**src/rtl/dt_tree_walker.sv**
```systemverilog
// Decision-tree traversal engine.
// The block walks a node table from the root (node 0) down to a leaf. At each
// internal node it hands one feature/threshold pair to an external comparator.
// The comparator's go_left answer selects the next child. A walk is aborted
// with error=1 when it performs too many comparisons (this catches cyclic
// tables) or when the comparator does not answer within a fixed number of cycles.
module dt_tree_walker #(
    parameter int N_FEAT      = 8,
    parameter int FIDX_W      = 3,
    parameter int ADDR_W      = 8,
    parameter int CLASS_W     = 4,
    parameter int MAX_DEPTH   = 16,
    parameter int CMP_TIMEOUT = 15,
    localparam int NODE_W     = 1 + CLASS_W + 2 * ADDR_W + FIDX_W + 64
) (
    input  logic                clk,
    input  logic                rst_n,
    // feature register file write port (filled by the feature extractor)
    input  logic                feat_wr_en,
    input  logic [FIDX_W-1:0]   feat_wr_addr,
    input  logic [63:0]         feat_wr_data,
    // walk control and result
    input  logic                start,
    output logic                busy,
    output logic                done,
    output logic [CLASS_W-1:0]  class_out,
    output logic [4:0]          depth_out,
    output logic                error,
    // node table read port (one cycle read latency)
    output logic [ADDR_W-1:0]   node_addr,
    output logic                node_rd,
    input  logic [NODE_W-1:0]   node_rdata,
    // comparator request/response
    output logic                cmp_en,
    output logic [63:0]         cmp_feature,
    output logic [63:0]         cmp_threshold,
    input  logic                cmp_go_left,
    input  logic                cmp_done
);

    // The timeout counter must be able to hold CMP_TIMEOUT-1.
    localparam int TMO_W = (CMP_TIMEOUT > 1) ? $clog2(CMP_TIMEOUT) : 1;

    // Bit positions of the node word fields, from the MSB down.
    localparam int LEAF_BIT  = NODE_W - 1;
    localparam int CLASS_HI  = NODE_W - 2;
    localparam int LEFT_HI   = 64 + FIDX_W + 2 * ADDR_W - 1;
    localparam int RIGHT_HI  = 64 + FIDX_W + ADDR_W - 1;
    localparam int FIDX_HI   = 64 + FIDX_W - 1;

    typedef enum logic [2:0] {
        S_IDLE,
        S_FETCH,
        S_WAIT,
        S_DECODE,
        S_CMP,
        S_REL,
        S_DONE
    } state_t;

    state_t                state_q, state_d;
    logic [ADDR_W-1:0]     addr_q, addr_d;
    logic [4:0]            depth_q, depth_d;
    logic [NODE_W-1:0]     node_q, node_d;
    logic [TMO_W-1:0]      tmo_q, tmo_d;
    logic [63:0]           cmp_feature_q, cmp_feature_d;
    logic [63:0]           cmp_threshold_q, cmp_threshold_d;
    logic [CLASS_W-1:0]    class_q, class_d;
    logic [4:0]            depth_out_q, depth_out_d;
    logic                  error_q, error_d;

    logic [63:0]           feat_q [N_FEAT];
    logic [63:0]           feat_d [N_FEAT];

    // Fields of the node word captured in WAIT.
    logic                  nd_leaf;
    logic [CLASS_W-1:0]    nd_class;
    logic [ADDR_W-1:0]     nd_left;
    logic [ADDR_W-1:0]     nd_right;
    logic [FIDX_W-1:0]     nd_fidx;
    logic [63:0]           nd_threshold;

    // Split the captured node word into its fields.
    always_comb begin
        nd_leaf      = node_q[LEAF_BIT];
        nd_class     = node_q[CLASS_HI -: CLASS_W];
        nd_left      = node_q[LEFT_HI -: ADDR_W];
        nd_right     = node_q[RIGHT_HI -: ADDR_W];
        nd_fidx      = node_q[FIDX_HI -: FIDX_W];
        nd_threshold = node_q[63:0];
    end

    // Feature register file. A write is accepted in any state, including
    // in the middle of a walk. The comparator operand is copied out in
    // DECODE, so a later write does not disturb a comparison in flight.
    generate
        for (genvar gi = 0; gi < N_FEAT; gi++) begin : g_feat
            // Next value of one feature register.
            always_comb begin
                feat_d[gi] = feat_q[gi];
                if (feat_wr_en && (feat_wr_addr == FIDX_W'(gi))) begin
                    feat_d[gi] = feat_wr_data;
                end
            end

            // Storage for one feature register.
            always_ff @(posedge clk or negedge rst_n) begin
                if (!rst_n) begin
                    feat_q[gi] <= '0;
                end else begin
                    feat_q[gi] <= feat_d[gi];
                end
            end
        end
    endgenerate

    // Walk sequencer: next state, datapath updates and result capture.
    always_comb begin
        state_d         = state_q;
        addr_d          = addr_q;
        depth_d         = depth_q;
        node_d          = node_q;
        tmo_d           = tmo_q;
        cmp_feature_d   = cmp_feature_q;
        cmp_threshold_d = cmp_threshold_q;
        class_d         = class_q;
        depth_out_d     = depth_out_q;
        error_d         = error_q;

        case (state_q)
            S_IDLE: begin
                if (start) begin
                    addr_d  = '0;
                    depth_d = '0;
                    state_d = S_FETCH;
                end
            end

            S_FETCH: begin
                state_d = S_WAIT;
            end

            S_WAIT: begin
                node_d  = node_rdata;
                state_d = S_DECODE;
            end

            S_DECODE: begin
                if (nd_leaf) begin
                    class_d     = nd_class;
                    error_d     = 1'b0;
                    depth_out_d = depth_q;
                    state_d     = S_DONE;
                end else if (depth_q == 5'(MAX_DEPTH)) begin
                    // The comparison budget is used up: this is most likely a cycle.
                    class_d     = '0;
                    error_d     = 1'b1;
                    depth_out_d = depth_q;
                    state_d     = S_DONE;
                end else begin
                    cmp_feature_d   = feat_q[nd_fidx];
                    cmp_threshold_d = nd_threshold;
                    tmo_d           = '0;
                    state_d         = S_CMP;
                end
            end

            S_CMP: begin
                if (cmp_done) begin
                    // Child addresses wrap naturally at ADDR_W bits.
                    addr_d  = cmp_go_left ? nd_left : nd_right;
                    depth_d = depth_q + 5'd1;
                    state_d = S_REL;
                end else if (tmo_q == TMO_W'(CMP_TIMEOUT - 1)) begin
                    // The request has been held for CMP_TIMEOUT cycles with no answer.
                    class_d     = '0;
                    error_d     = 1'b1;
                    depth_out_d = depth_q;
                    state_d     = S_DONE;
                end else begin
                    tmo_d = tmo_q + TMO_W'(1);
                end
            end

            S_REL: begin
                // Stay here until the comparator drops done, so that a stale
                // done is not taken as the answer to the next request.
                if (!cmp_done) begin
                    state_d = S_FETCH;
                end
            end

            S_DONE: begin
                state_d = S_IDLE;
            end

            default: begin
                state_d = S_IDLE;
            end
        endcase
    end

    // Sequencer registers. Every register returns to zero on reset.
    always_ff @(posedge clk or negedge rst_n) begin
        if (!rst_n) begin
            state_q         <= S_IDLE;
            addr_q          <= '0;
            depth_q         <= '0;
            node_q          <= '0;
            tmo_q           <= '0;
            cmp_feature_q   <= '0;
            cmp_threshold_q <= '0;
            class_q         <= '0;
            depth_out_q     <= '0;
            error_q         <= '0;
        end else begin
            state_q         <= state_d;
            addr_q          <= addr_d;
            depth_q         <= depth_d;
            node_q          <= node_d;
            tmo_q           <= tmo_d;
            cmp_feature_q   <= cmp_feature_d;
            cmp_threshold_q <= cmp_threshold_d;
            class_q         <= class_d;
            depth_out_q     <= depth_out_d;
            error_q         <= error_d;
        end
    end

    // Strobes are decoded from the state register. An asynchronous reset
    // therefore drops them at once, without waiting for a clock edge.
    always_comb begin
        busy          = (state_q != S_IDLE) && (state_q != S_DONE);
        done          = (state_q == S_DONE);
        node_rd       = (state_q == S_FETCH);
        cmp_en        = (state_q == S_CMP);
        node_addr     = addr_q;
        cmp_feature   = cmp_feature_q;
        cmp_threshold = cmp_threshold_q;
        class_out     = class_q;
        depth_out     = depth_out_q;
        error         = error_q;
    end

endmodule
```
**config.mk**
```make
export PLATFORM = sky130hd
export DESIGN_NAME = dt_tree_walker
export DESIGN_NICKNAME = d
export VERILOG_FILES = /design/src/rtl/dt_tree_walker.sv
export SDC_FILE = /design/constraint.sdc
export NUM_CORES = 1
export LEC_CHECK = 0
export CAP_MARGIN = 10
export CORE_AREA = 2 2 262 264
export CTS_CLUSTER_SIZE = 16
export DETAILED_ROUTE_END_ITERATION = 16
export DIE_AREA = 0 0 264 266
export GPL_TIMING_DRIVEN = 1
export PLACE_DENSITY = 0.68
export SLEW_MARGIN = 20
export SYNTH_ARGS = -nofsm -noshare
export SYNTH_HDL_FRONTEND = slang
export SYNTH_SLANG_ARGS = --single-unit
```
**constraint.sdc**
```tcl
create_clock -name clk -period 5.35 [get_ports clk]
set_input_delay 0.8025 -clock clk [delete_from_list [all_inputs] [get_ports clk]]
set_output_delay 0.8025 -clock clk [all_outputs]
set_load 0.1 [all_outputs]
```
Word-level counts from Yosys, hierarchy flattened --
Index checks and enable logic that the tools add are counted.
Storage, ports and cells: bits in registers 758, bits of input ports 161, output and inout port bits 150
Operators by class: muxes and demuxes 37, bitwise gates (word level) 3, equal/unequal tests 26, magnitude comparators 1, add/sub/neg operators 2, reduce and logical (&&, ||, !) cells 19
Operators by type and width (number):
- 64-bit binary-select mux with 3-bit select | 1
- 64-bit 2-to-1 mux | 2
- 4-bit 2-to-1 mux | 8
- 5-bit 2-to-1 mux | 6
- 8-bit 2-to-1 mux | 3
- 3-bit equality test, second input constant | 7
- 5-bit one-hot mux with 2 select lines | 2
- 3-bit one-hot mux with 6 select lines | 1
- 4-bit one-hot mux with 2 select lines | 2
- 8-bit one-hot mux with 2 select lines | 1
- 3-bit by 2-bit equality test with 1-bit output, second input constant | 4
- 3-bit 2-to-1 mux | 4
- 2-bit inequality test, second input constant | 6
- 1-bit logical AND | 9
- 3-bit AND reduction | 3
- 3-bit by 1-bit equality test with 1-bit output, second input constant | 2
- 3-bit zero test | 2
- 3-bit inequality test, second input constant | 2
- 5-bit by 1-bit adder with 5-bit output, second input constant | 1
- 5-bit equality test, second input constant | 1
- 5-bit AND reduction | 1
- 4-bit by 1-bit adder with 4-bit output, second input constant | 1
- 4-bit equality test, second input constant | 1
- 4-bit >= comparator, second input constant | 1
- other kinds (10) | 17

Longest topological paths before layout --
depth after elaboration 4, depth in mapped cells 9, depth with buffers taken out 6

Worst setup path before layout --
OpenSTA, ideal clock, no wires.
path type register to output, start point register state_q[0], end point output node_rd, path slack 1.629 ns, cell stages (with the launch flop) 4, data required time 4.548 ns, data arrival time 2.919 ns, cell sequence dfrtp_1 -> buf_6 -> clkbuf_1 -> nor3b_1
On the way: longest elaborated chain between the ends 1
Ends and longest elaborated chain:
- start: declaration | line 61 | state_t state_q, state_d;
- start signal: assignment | line 217 | state_q <= state_d;
- 3-bit by 1-bit equality test with 1-bit output | line 235 | node_rd = (state_q == S_FETCH);
- end: declaration | line 31 | output logic node_rd,
No other way between the ends.

Worst setup path after layout --
start point register state_q[2], end point output cmp_en
On the way: longest elaborated chain between the ends 1
Ends and longest elaborated chain:
- 3-bit equality test | line 236 | cmp_en = (state_q == S_CMP);
- end: declaration | line 34 | output logic cmp_en,
No other way between the ends.

==> metrics.cfg <==
[critical_path]
reg2reg_slack_ns = 2.66
worst_ep_arrival_time_ns = 3.09
reg2reg_to = cmp_feature[45]$_DFFE_PN0P_
crit_path_end_kind = primary output
crit_path_max_fanout = 16
cp.required_ns = 4.55
criticalPathCategory = register to primary output
r2r_start = state_q[1]$_DFFE_PN0P_
rr_worst_depth = 5
worst_setup_path_start_kind = register

[sta]
clock.fmax_mhz = 257
post-route-min-period_ns = 3.89
whs_ns = 0.203
fin_tns_setup_ns = 0
fin_crit_sh_pct = 72.8
relSlewSlack_pct = 22.4
hold_viol_final = 0
clock_skew_ns = 0.0223
tightest_slew_ns = 1.16
slew_violations = 0
layout_setup_ws_ns = 1.46
finalSetupViolations = 0
rsz0062_at_grt = false

[flow_run]
max-cap-violations = 0

[drt]
via_per_inst = 5.51
drc = 0
first_iter_violations = 1114
wire_per_inst_um = 21.7
ant_nets = 0
vias = 18500
wirelength_mm = 72.8
drt_first_pass_iters = 5

[global_routing]
antenna_found_initial = 12
use_met2_pct = 34.3
use_met1_pct = 29.2
grt_use_met3_pct = 4.60
grt_max_degree = 141
overflow = 0
grt.total_usage_pct = 21.3
grt_pass1_vias = 20100
busiest_layer = met2
grt_pass1_wl_mm = 117

[clock_network]
clk_path_buf_depth = 3
cts_buffers = 80
clock-sinks = 758
clk_pin_slew_worst_paths_ns = 0.06
clockRootBuffer = clkbuf_16
holdBufCountCts = 0
cts_tree = built
htree_num_levels = 3
clk_latency_ns = 0.61
post-cts-setup-buffer-count = 0
ctsResizeCount = 0

[logic_synthesis]
yosysSeqAreaShare_pct = 59.3
ys_seq_elements = 758
synth.distinct_cells = 41
synthesis.nets = 2289
synth_ff_type = dfrtp_1
syn_area_um2 = 32000
ys_async_sr_fraction_pct = 100
avgSynthCellArea_um2 = 15.1
yosysWarnings = 0
syn_inst = 2124
synth_edf_count = 0

[floorplan]
ios = 311
core_um2 = 67700
start_util_pct = 47.2
row_count = 96
dieArea_um2 = 70200
dieHeight_um = 266
fp.dieW_um = 264

[final_layout]
multi_input_area_um2 = 12400
register_area_um2 = 19000
final_common_cell = dfrtp_1
drive_gt1_share_pct = 36.5
stdcell_count = 3362
post-route-util_pct = 57.3
fin_nets = 2584
n_fill_cell = 5342
layout_common_cells = dfrtp_1, mux2_2, clkdlybuf4s50_1, nand2_1, mux4_2
syn2layout_area_growth_pct = 21.3
fin_area_um2 = 38800

[status]
outcome = finished clean

[placed_design]
routabilityCongestion = 0.786
io_buffer_count = 310
place_area_um2 = 36100
pre_cts_slack_ns = 1.97
dp_cells = 3219
dp.final_hpwl_mm = 44.3

[power]
power_density_nw_per_um2 = 609
power_mw = 23.6
ir_drop_mv = 0.411
power.leakage_nw = 16.7

[min_path]
hold_path_class = primary input to asynchronous set/reset pin

flip-flops by register name, summed over array words and instances, names as in the netlist:
register	cells
tmo_q	4
class_out	4
depth_q	5
cmp_feature	64
depth_out	5
node_q	88
cmp_threshold	64
error	1
node_addr	8
state_q	3
feat_q	512
metal layers:
metal	part of all wire, %	up-vias
met5	0.20	-
met4	2.2	22
met3	5.3	120
met2	48	363
met1	45	9787
li1	-	8240
cell usage after synthesis, types with 2 or more instances:
cell | count | area share (%)
nand4_1 | 2 | 0.039
buf_1 | 6 | 0.070
buf_6 | 3 | 0.11
mux2_1 | 5 | 0.18
dfrtp_1 | 758 | 59
buf_2 | 70 | 1.1
or3_1 | 2 | 0.039
a21oi_1 | 4 | 0.063
xor2_1 | 2 | 0.055
buf_4 | 7 | 0.16
nand3_1 | 7 | 0.11
clkbuf_1 | 50 | 0.59
nor3_2 | 2 | 0.063
ha_1 | 4 | 0.16
inv_1 | 7 | 0.082
o32a_1 | 2 | 0.063
a22o_1 | 4 | 0.11
mux4_2 | 128 | 9.0
mux2_2 | 594 | 21
mux2_4 | 5 | 0.23
o31ai_1 | 9 | 0.21
nand4b_1 | 3 | 0.082
nand2_1 | 276 | 3.2
and2_1 | 2 | 0.039
nand2b_1 | 2 | 0.039
nor3b_1 | 4 | 0.094
nand3b_1 | 2 | 0.047
nor2_1 | 9 | 0.11
o21ai_0 | 72 | 1.1
mux2i_1 | 72 | 2.3
how the worst max path moves through the flow:
stage | from | endpoint | depth (start not counted)
after floorplan | state_q[0]$_DFFE_PN0P_ | node_rd | 3
after detailed placement | feat_wr_addr[2] | feat_q[397]$_DFFE_PN0P_ | 5
after global placement | feat_wr_addr[2] | feat_q[459]$_DFFE_PN0P_ | 5
after global routing | state_q[2]$_DFFE_PN0P_ | cmp_en | 3
after CTS | state_q[2]$_DFFE_PN0P_ | cmp_en | 3
final | state_q[2]$_DFFE_PN0P_ | cmp_en | 3
cell families (layout without fill, tap and decap cells):
family                   Yosys count  in the layout  share of synthesized area (%)
multiplexers                     804            804                           32.6
flip-flops                       758            758                           59.3
AND/OR/NAND/NOR                  319            319                           4.15
buffers and inverters            143            498                           2.10
AO/OA/AOI/OAI                     93             93                           1.62
adder cells (fa/ha/maj)            4              4                          0.156
XOR/XNOR                           3              3                         0.0822
other                              0              1                              0
cell type report:
cell class / instances / area share, %
diodes: 1 / 0.00645
clock buffers: 118 / 6.21
clock inverters: 24 / 0.883
inverters: 7 / 0.0677
multi-input cells: 1223 / 31.9
flip-flops and latches: 758 / 48.9
well taps: 882 / 2.84
repair buffers: 349 / 9.18
power breakdown:
part | total [mW] | switching [mW] | internal, mW
registers | 8.59 | 1.17 | 7.42
clock network | 5.76 | 2.26 | 3.50
logic | 9.28 | 5.68 | 3.60
total | 23.6 | 9.11 | 14.5
critical path, cell delays in order, from the launching register on:
cell and delay, ns:
dfrtp_1 0.63, or3b_1 0.57, inv_1 0.14, clkdlybuf4s50_1 1.15
(Power assumes the default switching activity.)
